===== src/rtl/dmem_arbiter_pkg.sv =====
// Shared constants and types for the two-port data-memory arbiter.
package dmem_arbiter_pkg;

    localparam int unsigned ARB_P0    = 0;
    localparam int unsigned ARB_P1    = 1;
    localparam int unsigned ARB_RR    = 0;
    localparam int unsigned ARB_FIXED = 1;

    localparam int unsigned DWIDTH  = 32;
    localparam int unsigned BEWIDTH = 4;
    localparam int unsigned WAIT_W  = 8;

    typedef struct packed {
        logic valid;
        logic port;
    } rd_owner_t;

    // Increment that sticks at all-ones.
    function automatic logic [WAIT_W-1:0] sat_inc(input logic [WAIT_W-1:0] v);
        return (&v) ? v : v + WAIT_W'(1);
    endfunction

endpackage


===== src/rtl/dmem_arbiter_if.sv =====
// Requester ports and SRAM pins of the data-memory arbiter.
interface dmem_arbiter_if #(
    parameter int unsigned AWIDTH = 12
) ();
    import dmem_arbiter_pkg::*;

    logic               P0_REQ,    P1_REQ;
    logic               P0_WEN,    P1_WEN;
    logic [BEWIDTH-1:0] P0_BE,     P1_BE;
    logic [AWIDTH-1:0]  P0_ADDR,   P1_ADDR;
    logic [DWIDTH-1:0]  P0_DI,     P1_DI;
    logic               P0_GNT,    P1_GNT;
    logic               P0_RVALID, P1_RVALID;
    logic [DWIDTH-1:0]  P0_DOUT,   P1_DOUT;

    logic               MEM_CSN;
    logic               MEM_WEN;
    logic [BEWIDTH-1:0] MEM_BE;
    logic [AWIDTH-1:0]  MEM_ADDR;
    logic [DWIDTH-1:0]  MEM_DI;
    logic [DWIDTH-1:0]  MEM_DOUT;

    // Requesters and SRAM side.
    modport master (
        output P0_REQ, P1_REQ, P0_WEN, P1_WEN, P0_BE, P1_BE,
               P0_ADDR, P1_ADDR, P0_DI, P1_DI, MEM_DOUT,
        input  P0_GNT, P1_GNT, P0_RVALID, P1_RVALID, P0_DOUT, P1_DOUT,
               MEM_CSN, MEM_WEN, MEM_BE, MEM_ADDR, MEM_DI
    );

    // Arbiter side.
    modport slave (
        input  P0_REQ, P1_REQ, P0_WEN, P1_WEN, P0_BE, P1_BE,
               P0_ADDR, P1_ADDR, P0_DI, P1_DI, MEM_DOUT,
        output P0_GNT, P1_GNT, P0_RVALID, P1_RVALID, P0_DOUT, P1_DOUT,
               MEM_CSN, MEM_WEN, MEM_BE, MEM_ADDR, MEM_DI
    );

endinterface


===== src/rtl/arb2_pick.sv =====
// Two-input combinational picker: single requester wins, conflicts go to the
// port that was not granted last unless port 1 is being forced through.
module arb2_pick (
    input  logic [1:0] req,
    input  logic       last,
    input  logic       force_p1,
    output logic [1:0] gnt
);

    always_comb begin
        gnt = 2'b00;
        unique case (req)
            2'b01:   gnt = 2'b01;
            2'b10:   gnt = 2'b10;
            2'b11:   gnt = (force_p1 || !last) ? 2'b10 : 2'b01;
            default: gnt = 2'b00;
        endcase
    end

endmodule


===== src/rtl/dmem_arbiter.sv =====
// Shares one single-port data SRAM between the core data port (0) and a
// debug/DMA loader port (1); reads return one cycle after their grant.
module dmem_arbiter
    import dmem_arbiter_pkg::*;
#(
    parameter int unsigned AWIDTH    = 12,
    parameter int unsigned PRIO_MODE = 0,
    parameter int unsigned MAX_WAIT  = 8
) (
    input  logic           CLK,
    input  logic           RSTn,
    dmem_arbiter_if.slave  bus
);

    logic              last;
    logic [WAIT_W-1:0] wait_cnt;
    rd_owner_t         rd_owner;

    logic [1:0]         req_c;
    logic [1:0]         gnt_c;
    logic               force_p1;
    logic               pick_last;
    logic               rd_fire;
    logic               p0_rvalid;
    logic               p1_rvalid;

    logic               mem_csn;
    logic               mem_wen;
    logic [BEWIDTH-1:0] mem_be;
    logic [AWIDTH-1:0]  mem_addr;
    logic [DWIDTH-1:0]  mem_di;

    // Requests are masked while in reset so no grant or SRAM access can leak out.
    assign req_c     = {bus.P1_REQ, bus.P0_REQ} & {2{RSTn}};
    assign force_p1  = (PRIO_MODE == ARB_FIXED) && (wait_cnt >= WAIT_W'(MAX_WAIT));
    assign pick_last = (PRIO_MODE == ARB_FIXED) ? 1'b1 : last;

    arb2_pick u_pick (
        .req      (req_c),
        .last     (pick_last),
        .force_p1 (force_p1),
        .gnt      (gnt_c)
    );

    // Granted port payload onto the SRAM pins; idle pins otherwise.
    always_comb begin
        mem_csn  = 1'b1;
        mem_wen  = 1'b1;
        mem_be   = '0;
        mem_addr = '0;
        mem_di   = '0;
        if (gnt_c[ARB_P0]) begin
            mem_csn  = 1'b0;
            mem_wen  = bus.P0_WEN;
            mem_be   = bus.P0_BE;
            mem_addr = bus.P0_ADDR;
            mem_di   = bus.P0_DI;
        end else if (gnt_c[ARB_P1]) begin
            mem_csn  = 1'b0;
            mem_wen  = bus.P1_WEN;
            mem_be   = bus.P1_BE;
            mem_addr = bus.P1_ADDR;
            mem_di   = bus.P1_DI;
        end
    end

    assign rd_fire = ~mem_csn & mem_wen;

    always_ff @(posedge CLK or negedge RSTn) begin
        if (!RSTn) begin
            last     <= 1'b1;
            wait_cnt <= '0;
            rd_owner <= '0;
        end else begin
            if (|gnt_c) begin
                last <= gnt_c[ARB_P1];
            end
            if (bus.P1_REQ && !gnt_c[ARB_P1]) begin
                wait_cnt <= sat_inc(wait_cnt);
            end else begin
                wait_cnt <= '0;
            end
            rd_owner.valid <= rd_fire;
            rd_owner.port  <= gnt_c[ARB_P1];
        end
    end

    assign p0_rvalid = rd_owner.valid && (rd_owner.port == 1'(ARB_P0));
    assign p1_rvalid = rd_owner.valid && (rd_owner.port == 1'(ARB_P1));

    assign bus.P0_GNT    = gnt_c[ARB_P0];
    assign bus.P1_GNT    = gnt_c[ARB_P1];
    assign bus.P0_RVALID = p0_rvalid;
    assign bus.P1_RVALID = p1_rvalid;
    assign bus.P0_DOUT   = p0_rvalid ? bus.MEM_DOUT : '0;
    assign bus.P1_DOUT   = p1_rvalid ? bus.MEM_DOUT : '0;

    assign bus.MEM_CSN  = mem_csn;
    assign bus.MEM_WEN  = mem_wen;
    assign bus.MEM_BE   = mem_be;
    assign bus.MEM_ADDR = mem_addr;
    assign bus.MEM_DI   = mem_di;

endmodule


===== src/flat_wrapper.sv =====
// flat-port wrapper written by rule: the top's interface ports become plain ports
module dmem_arbiter_flat import dmem_arbiter_pkg::*;
#(
    parameter int unsigned AWIDTH    = 12,
    parameter int unsigned PRIO_MODE = 0,
    parameter int unsigned MAX_WAIT  = 8
)
  (CLK, RSTn, bus_P0_REQ, bus_P1_REQ, bus_P0_WEN, bus_P1_WEN, bus_P0_BE, bus_P1_BE, bus_P0_ADDR, bus_P1_ADDR, bus_P0_DI, bus_P1_DI, bus_MEM_DOUT, bus_P0_GNT, bus_P1_GNT, bus_P0_RVALID, bus_P1_RVALID, bus_P0_DOUT, bus_P1_DOUT, bus_MEM_CSN, bus_MEM_WEN, bus_MEM_BE, bus_MEM_ADDR, bus_MEM_DI);
  dmem_arbiter_if #(.AWIDTH(AWIDTH)) bus_i ();
  input  logic CLK;
  input  logic RSTn;
  input wire logic [$bits(bus_i.P0_REQ)-1:0] bus_P0_REQ;
  input wire logic [$bits(bus_i.P1_REQ)-1:0] bus_P1_REQ;
  input wire logic [$bits(bus_i.P0_WEN)-1:0] bus_P0_WEN;
  input wire logic [$bits(bus_i.P1_WEN)-1:0] bus_P1_WEN;
  input wire logic [$bits(bus_i.P0_BE)-1:0] bus_P0_BE;
  input wire logic [$bits(bus_i.P1_BE)-1:0] bus_P1_BE;
  input wire logic [$bits(bus_i.P0_ADDR)-1:0] bus_P0_ADDR;
  input wire logic [$bits(bus_i.P1_ADDR)-1:0] bus_P1_ADDR;
  input wire logic [$bits(bus_i.P0_DI)-1:0] bus_P0_DI;
  input wire logic [$bits(bus_i.P1_DI)-1:0] bus_P1_DI;
  input wire logic [$bits(bus_i.MEM_DOUT)-1:0] bus_MEM_DOUT;
  output wire logic [$bits(bus_i.P0_GNT)-1:0] bus_P0_GNT;
  output wire logic [$bits(bus_i.P1_GNT)-1:0] bus_P1_GNT;
  output wire logic [$bits(bus_i.P0_RVALID)-1:0] bus_P0_RVALID;
  output wire logic [$bits(bus_i.P1_RVALID)-1:0] bus_P1_RVALID;
  output wire logic [$bits(bus_i.P0_DOUT)-1:0] bus_P0_DOUT;
  output wire logic [$bits(bus_i.P1_DOUT)-1:0] bus_P1_DOUT;
  output wire logic [$bits(bus_i.MEM_CSN)-1:0] bus_MEM_CSN;
  output wire logic [$bits(bus_i.MEM_WEN)-1:0] bus_MEM_WEN;
  output wire logic [$bits(bus_i.MEM_BE)-1:0] bus_MEM_BE;
  output wire logic [$bits(bus_i.MEM_ADDR)-1:0] bus_MEM_ADDR;
  output wire logic [$bits(bus_i.MEM_DI)-1:0] bus_MEM_DI;
  assign bus_i.P0_REQ = bus_P0_REQ;
  assign bus_i.P1_REQ = bus_P1_REQ;
  assign bus_i.P0_WEN = bus_P0_WEN;
  assign bus_i.P1_WEN = bus_P1_WEN;
  assign bus_i.P0_BE = bus_P0_BE;
  assign bus_i.P1_BE = bus_P1_BE;
  assign bus_i.P0_ADDR = bus_P0_ADDR;
  assign bus_i.P1_ADDR = bus_P1_ADDR;
  assign bus_i.P0_DI = bus_P0_DI;
  assign bus_i.P1_DI = bus_P1_DI;
  assign bus_i.MEM_DOUT = bus_MEM_DOUT;
  assign bus_P0_GNT = bus_i.P0_GNT;
  assign bus_P1_GNT = bus_i.P1_GNT;
  assign bus_P0_RVALID = bus_i.P0_RVALID;
  assign bus_P1_RVALID = bus_i.P1_RVALID;
  assign bus_P0_DOUT = bus_i.P0_DOUT;
  assign bus_P1_DOUT = bus_i.P1_DOUT;
  assign bus_MEM_CSN = bus_i.MEM_CSN;
  assign bus_MEM_WEN = bus_i.MEM_WEN;
  assign bus_MEM_BE = bus_i.MEM_BE;
  assign bus_MEM_ADDR = bus_i.MEM_ADDR;
  assign bus_MEM_DI = bus_i.MEM_DI;
  dmem_arbiter #(.AWIDTH(AWIDTH), .PRIO_MODE(PRIO_MODE), .MAX_WAIT(MAX_WAIT)) u_core (.CLK(CLK), .RSTn(RSTn), .bus(bus_i));
endmodule

===== config.mk =====
export PLATFORM = sky130hd
export DESIGN_NAME = dmem_arbiter_flat
export DESIGN_NICKNAME = d
export VERILOG_FILES = /design/src/rtl/dmem_arbiter_pkg.sv /design/src/rtl/dmem_arbiter_if.sv /design/src/rtl/arb2_pick.sv /design/src/rtl/dmem_arbiter.sv /design/src/flat_wrapper.sv
export SDC_FILE = /design/constraint.sdc
export NUM_CORES = 1
export LEC_CHECK = 0
export ABC_AREA = 1
export BUFFER_PORTS_ARGS = -buffer_cell sky130_fd_sc_hd__buf_2
export CELL_PAD_IN_SITES_DETAIL_PLACEMENT = 1
export CELL_PAD_IN_SITES_GLOBAL_PLACEMENT = 2
export CORE_MARGIN = 1
export CORE_UTILIZATION = 10
export CTS_CLUSTER_SIZE = 24
export DETAILED_ROUTE_END_ITERATION = 10
export PLACE_DENSITY = 0.95
export SLEW_MARGIN = 25
export SYNTH_ARGS = -nofsm -noshare
export SYNTH_HDL_FRONTEND = slang
export SYNTH_HIERARCHICAL = 1
export SYNTH_SLANG_ARGS = --single-unit

===== constraint.sdc =====
create_clock -name CLK -period 3.4 [get_ports CLK]
set_clock_uncertainty 0.15 [all_clocks]
set_input_delay 0.17 -clock CLK [delete_from_list [all_inputs] [get_ports CLK]]
set_output_delay 0.17 -clock CLK [all_outputs]
set_load 0.01 [all_outputs]

==> results.toml <==
[run_status]
status = "finished, final reports clean"

[global_route]
grt.total_usage_pct = 10.6
grt-ovfl-total = 0
grt_max_degree = 54
grt_pass1_wl_um = 12000
grt_pass1_vias = 2519
antenna_found_initial = 0

[route]
wl_per_cell_um = 11.1
vias_per_cell = 3.70
drt_first_pass_iters = 4
drcViolationCount = 0
finalWirelength_um = 7890
vias = 2637
first_iter_violations = 87
ant_nets = 0

[timing]
report.final.slew_viol_count = 0
tns_ns = 0
fmax_mhz = 391
relSlewSlack_pct = 55.3
fin_crit_ns = 2.56
fin_crit_sh_pct = 75.3
hold_viol = 0
holdWs_ns = 0.153
worst_pin_slew_ns = 0.670
grt_setup_unrepaired = "no"
setup-violations-final = 0

[critical_path]
r2r_end = "u_core/rd_owner[1]$_DFF_PN0_"
ff2ff_setup_slack_ns = 1.61
crit_path_end_kind = "primary output"
critPathSlowestCell = "dlygate4sd3_1"
worstSetupPathType = "input pin to primary output"
cp_max_fo = 45
required_ns = 3.08
rr_startpoint = "u_core/last$_DFFE_PN1N_"
cpMostUsedCell = "nand2_1"
crit_cells = 12
crit_buf_inv = 6
max_stage_delay_ns = 0.53
start_kind = "input pin"
crit_family = "buffers and inverters"
reg2regPathDepth = 8
worstPathArrival_ns = 2.24
crit_start = "RSTn"
worstPathCellList = "dlygate4sd3_1, buf_2, nand2_1, inv_1, nand2_1, inv_1, nand2_1, nand2_2, buf_4, nand2_1, nand2_1, buf_2"
endpoint = "bus_MEM_DI[11]"

[worst_hold_path]
hold_path_class = "input pin to asynchronous set/reset pin"

[power]
clkPwrFrac_pct = 29.4
finalPower_mw = 0.639
seqPwrFrac_pct = 6.9
p_switching_mw = 0.274
irDropWorstVdd_mv = 0.123
pwr-share-comb_pct = 63.6
swShare_pct = 42.9
powerDensity_nw_per_um2 = 227
power_leakage_nw = 2.04
p_int_mw = 0.365

[floorplan]
core_um2 = 13300
rows = 42
io_pins = 252
fp.dieW_um = 119
initial_core_util_pct = 10.3
dieArea_um2 = 14300
die-height_um = 119

[clocking]
htreeDepth = 1
cts.sinks = 3
cts_tree = "yes"
ctsHoldBuffers = 1
cts_buffers = 3
clock_latency_ns = 0.23
cts_buffer_depth = 2
post_cts_buffers = 0
cts_root_buf = "clkbuf_16"
clk_pin_slew_ns = 0.03
cts-resized-gates = 0

[synth]
ys_warn_count = 6
syn_inst = 300
yosysTopAreaCell = "nand2_1"
avgSynthCellArea_um2 = 4.60
synthDistinctLibCells = 16
ys_seq_area_share_pct = 5.54
netlist_top_cells_area = "nand2_1 (30%), nand3_1 (17%), nor2_1 (15%)"
ys_seq_elements = 3
synth_top_area_share_pct = 29.7
syn_area_um2 = 1380

[finish]
syn2layout_area_growth_pct = 104
most-common-layout-cells = "buf_2 (251), nand2_1 (107), nor2_1 (54)"
nFillCells = 1839
nets = 671
drive_gt1_share_pct = 51.5
finalInstanceArea_um2 = 2810
diodes = 0
multi_input_area_um2 = 980
mostFrequentLayoutCell = "buf_2"
register_area_um2 = 76.3

[job]
cap_violations = 0

[placed_design]
portBuffers = 251
place.gp.congestion = 0.710
place_area_um2 = 2720
dp_hpwl_um = 6460
[cell usage after synthesis]
| cell type | instances |
|---|---|
| nor2_2 | 13 |
| nor2_1 | 54 |
| buf_2 | 12 |
| inv_2 | 1 |
| a21o_1 | 1 |
| inv_1 | 44 |
| nand2_1 | 109 |
| nand3_2 | 1 |
| dfstp_2 | 1 |
| inv_4 | 1 |
| dfrtp_1 | 2 |
| buf_4 | 6 |
| nand3_1 | 48 |
| conb_1 | 1 |
| buf_6 | 5 |
| nor2_4 | 1 |
[flip-flops by register name (all words and copies together), names as in the netlist]
signal	count
u_core/rd_owner	2
u_core/last	1
[kinds of logic after synthesis]
kind of cell           count (synthesis)  share of synthesized area [%]
and+or+nand+nor                      226                           69.2
buffers and inverters                 69                           24.4
DFF                                    3                           5.54
AOI/OAI and AO/OA                      1                          0.545
other                                  1                          0.272
[layer usage]
metal / part of all wire (%) / GRT usage, % / up-vias
li1: - / - / 1351
met1: 37 / 10.6 / 1134
met2: 50 / 20.2 / 148
met3: 11 / 3.54 / 4
met4: 1.5 / 4.06 / 0
met5: 0 / 0 / -
[cell type report]
cell class              count  share of cell area [%]
well taps                 176                    7.83
flip-flops and latches      3                    2.71
clock buffers               4                    2.80
inverters                  46                    6.23
repair buffers            254                    45.6
multi-input cells         229                    34.8
[stage by stage]
step / util, % / setup WS [ns] / std cells
2_1_floorplan: - / 1.80 / 301
3_3_place_gp: 20.4 / 1.24 / 707
3_5_place_dp: 20.4 / 1.27 / 707
4_1_cts: 21.1 / 0.743 / 712
5_1_grt: 21.1 / 0.562 / 712
6_report: 21.1 / 0.841 / 712
[worst min path at each step]
stage | start | end | slack (ns) | cells after the start
detailed placement | RSTn | u_core/rd_owner[0]$_DFF_PN0_ | -0.16 | 1
floorplan | RSTn | u_core/rd_owner[0]$_DFF_PN0_ | -0.28 | 0
CTS | RSTn | u_core/rd_owner[0]$_DFF_PN0_ | 0.16 | 2
global route | RSTn | u_core/rd_owner[0]$_DFF_PN0_ | 0.16 | 2
finish | RSTn | u_core/rd_owner[0]$_DFF_PN0_ | 0.15 | 2
global placement | RSTn | u_core/rd_owner[0]$_DFF_PN0_ | -0.16 | 1
[power by group through the flow]
stage | clock, mW | combinational, mW | sequential (mW)
2_1_floorplan | 0 | 0.225 | 0.0443
3_3_place_gp | 0 | 0.411 | 0.0446
3_5_place_dp | 0 | 0.415 | 0.0447
4_1_cts | 0.190 | 0.417 | 0.0444
5_1_grt | 0.197 | 0.455 | 0.0451
6_report | 0.188 | 0.406 | 0.0442
[worst reg2reg max path: cells and delay by family (launching register included)]
family / cells / cell delay, ns
simple gates: 6 / 0.72
buf+inv: 2 / 0.32
flops: 1 / 0.52
Note: power is estimated with default switching activity, not from simulation.
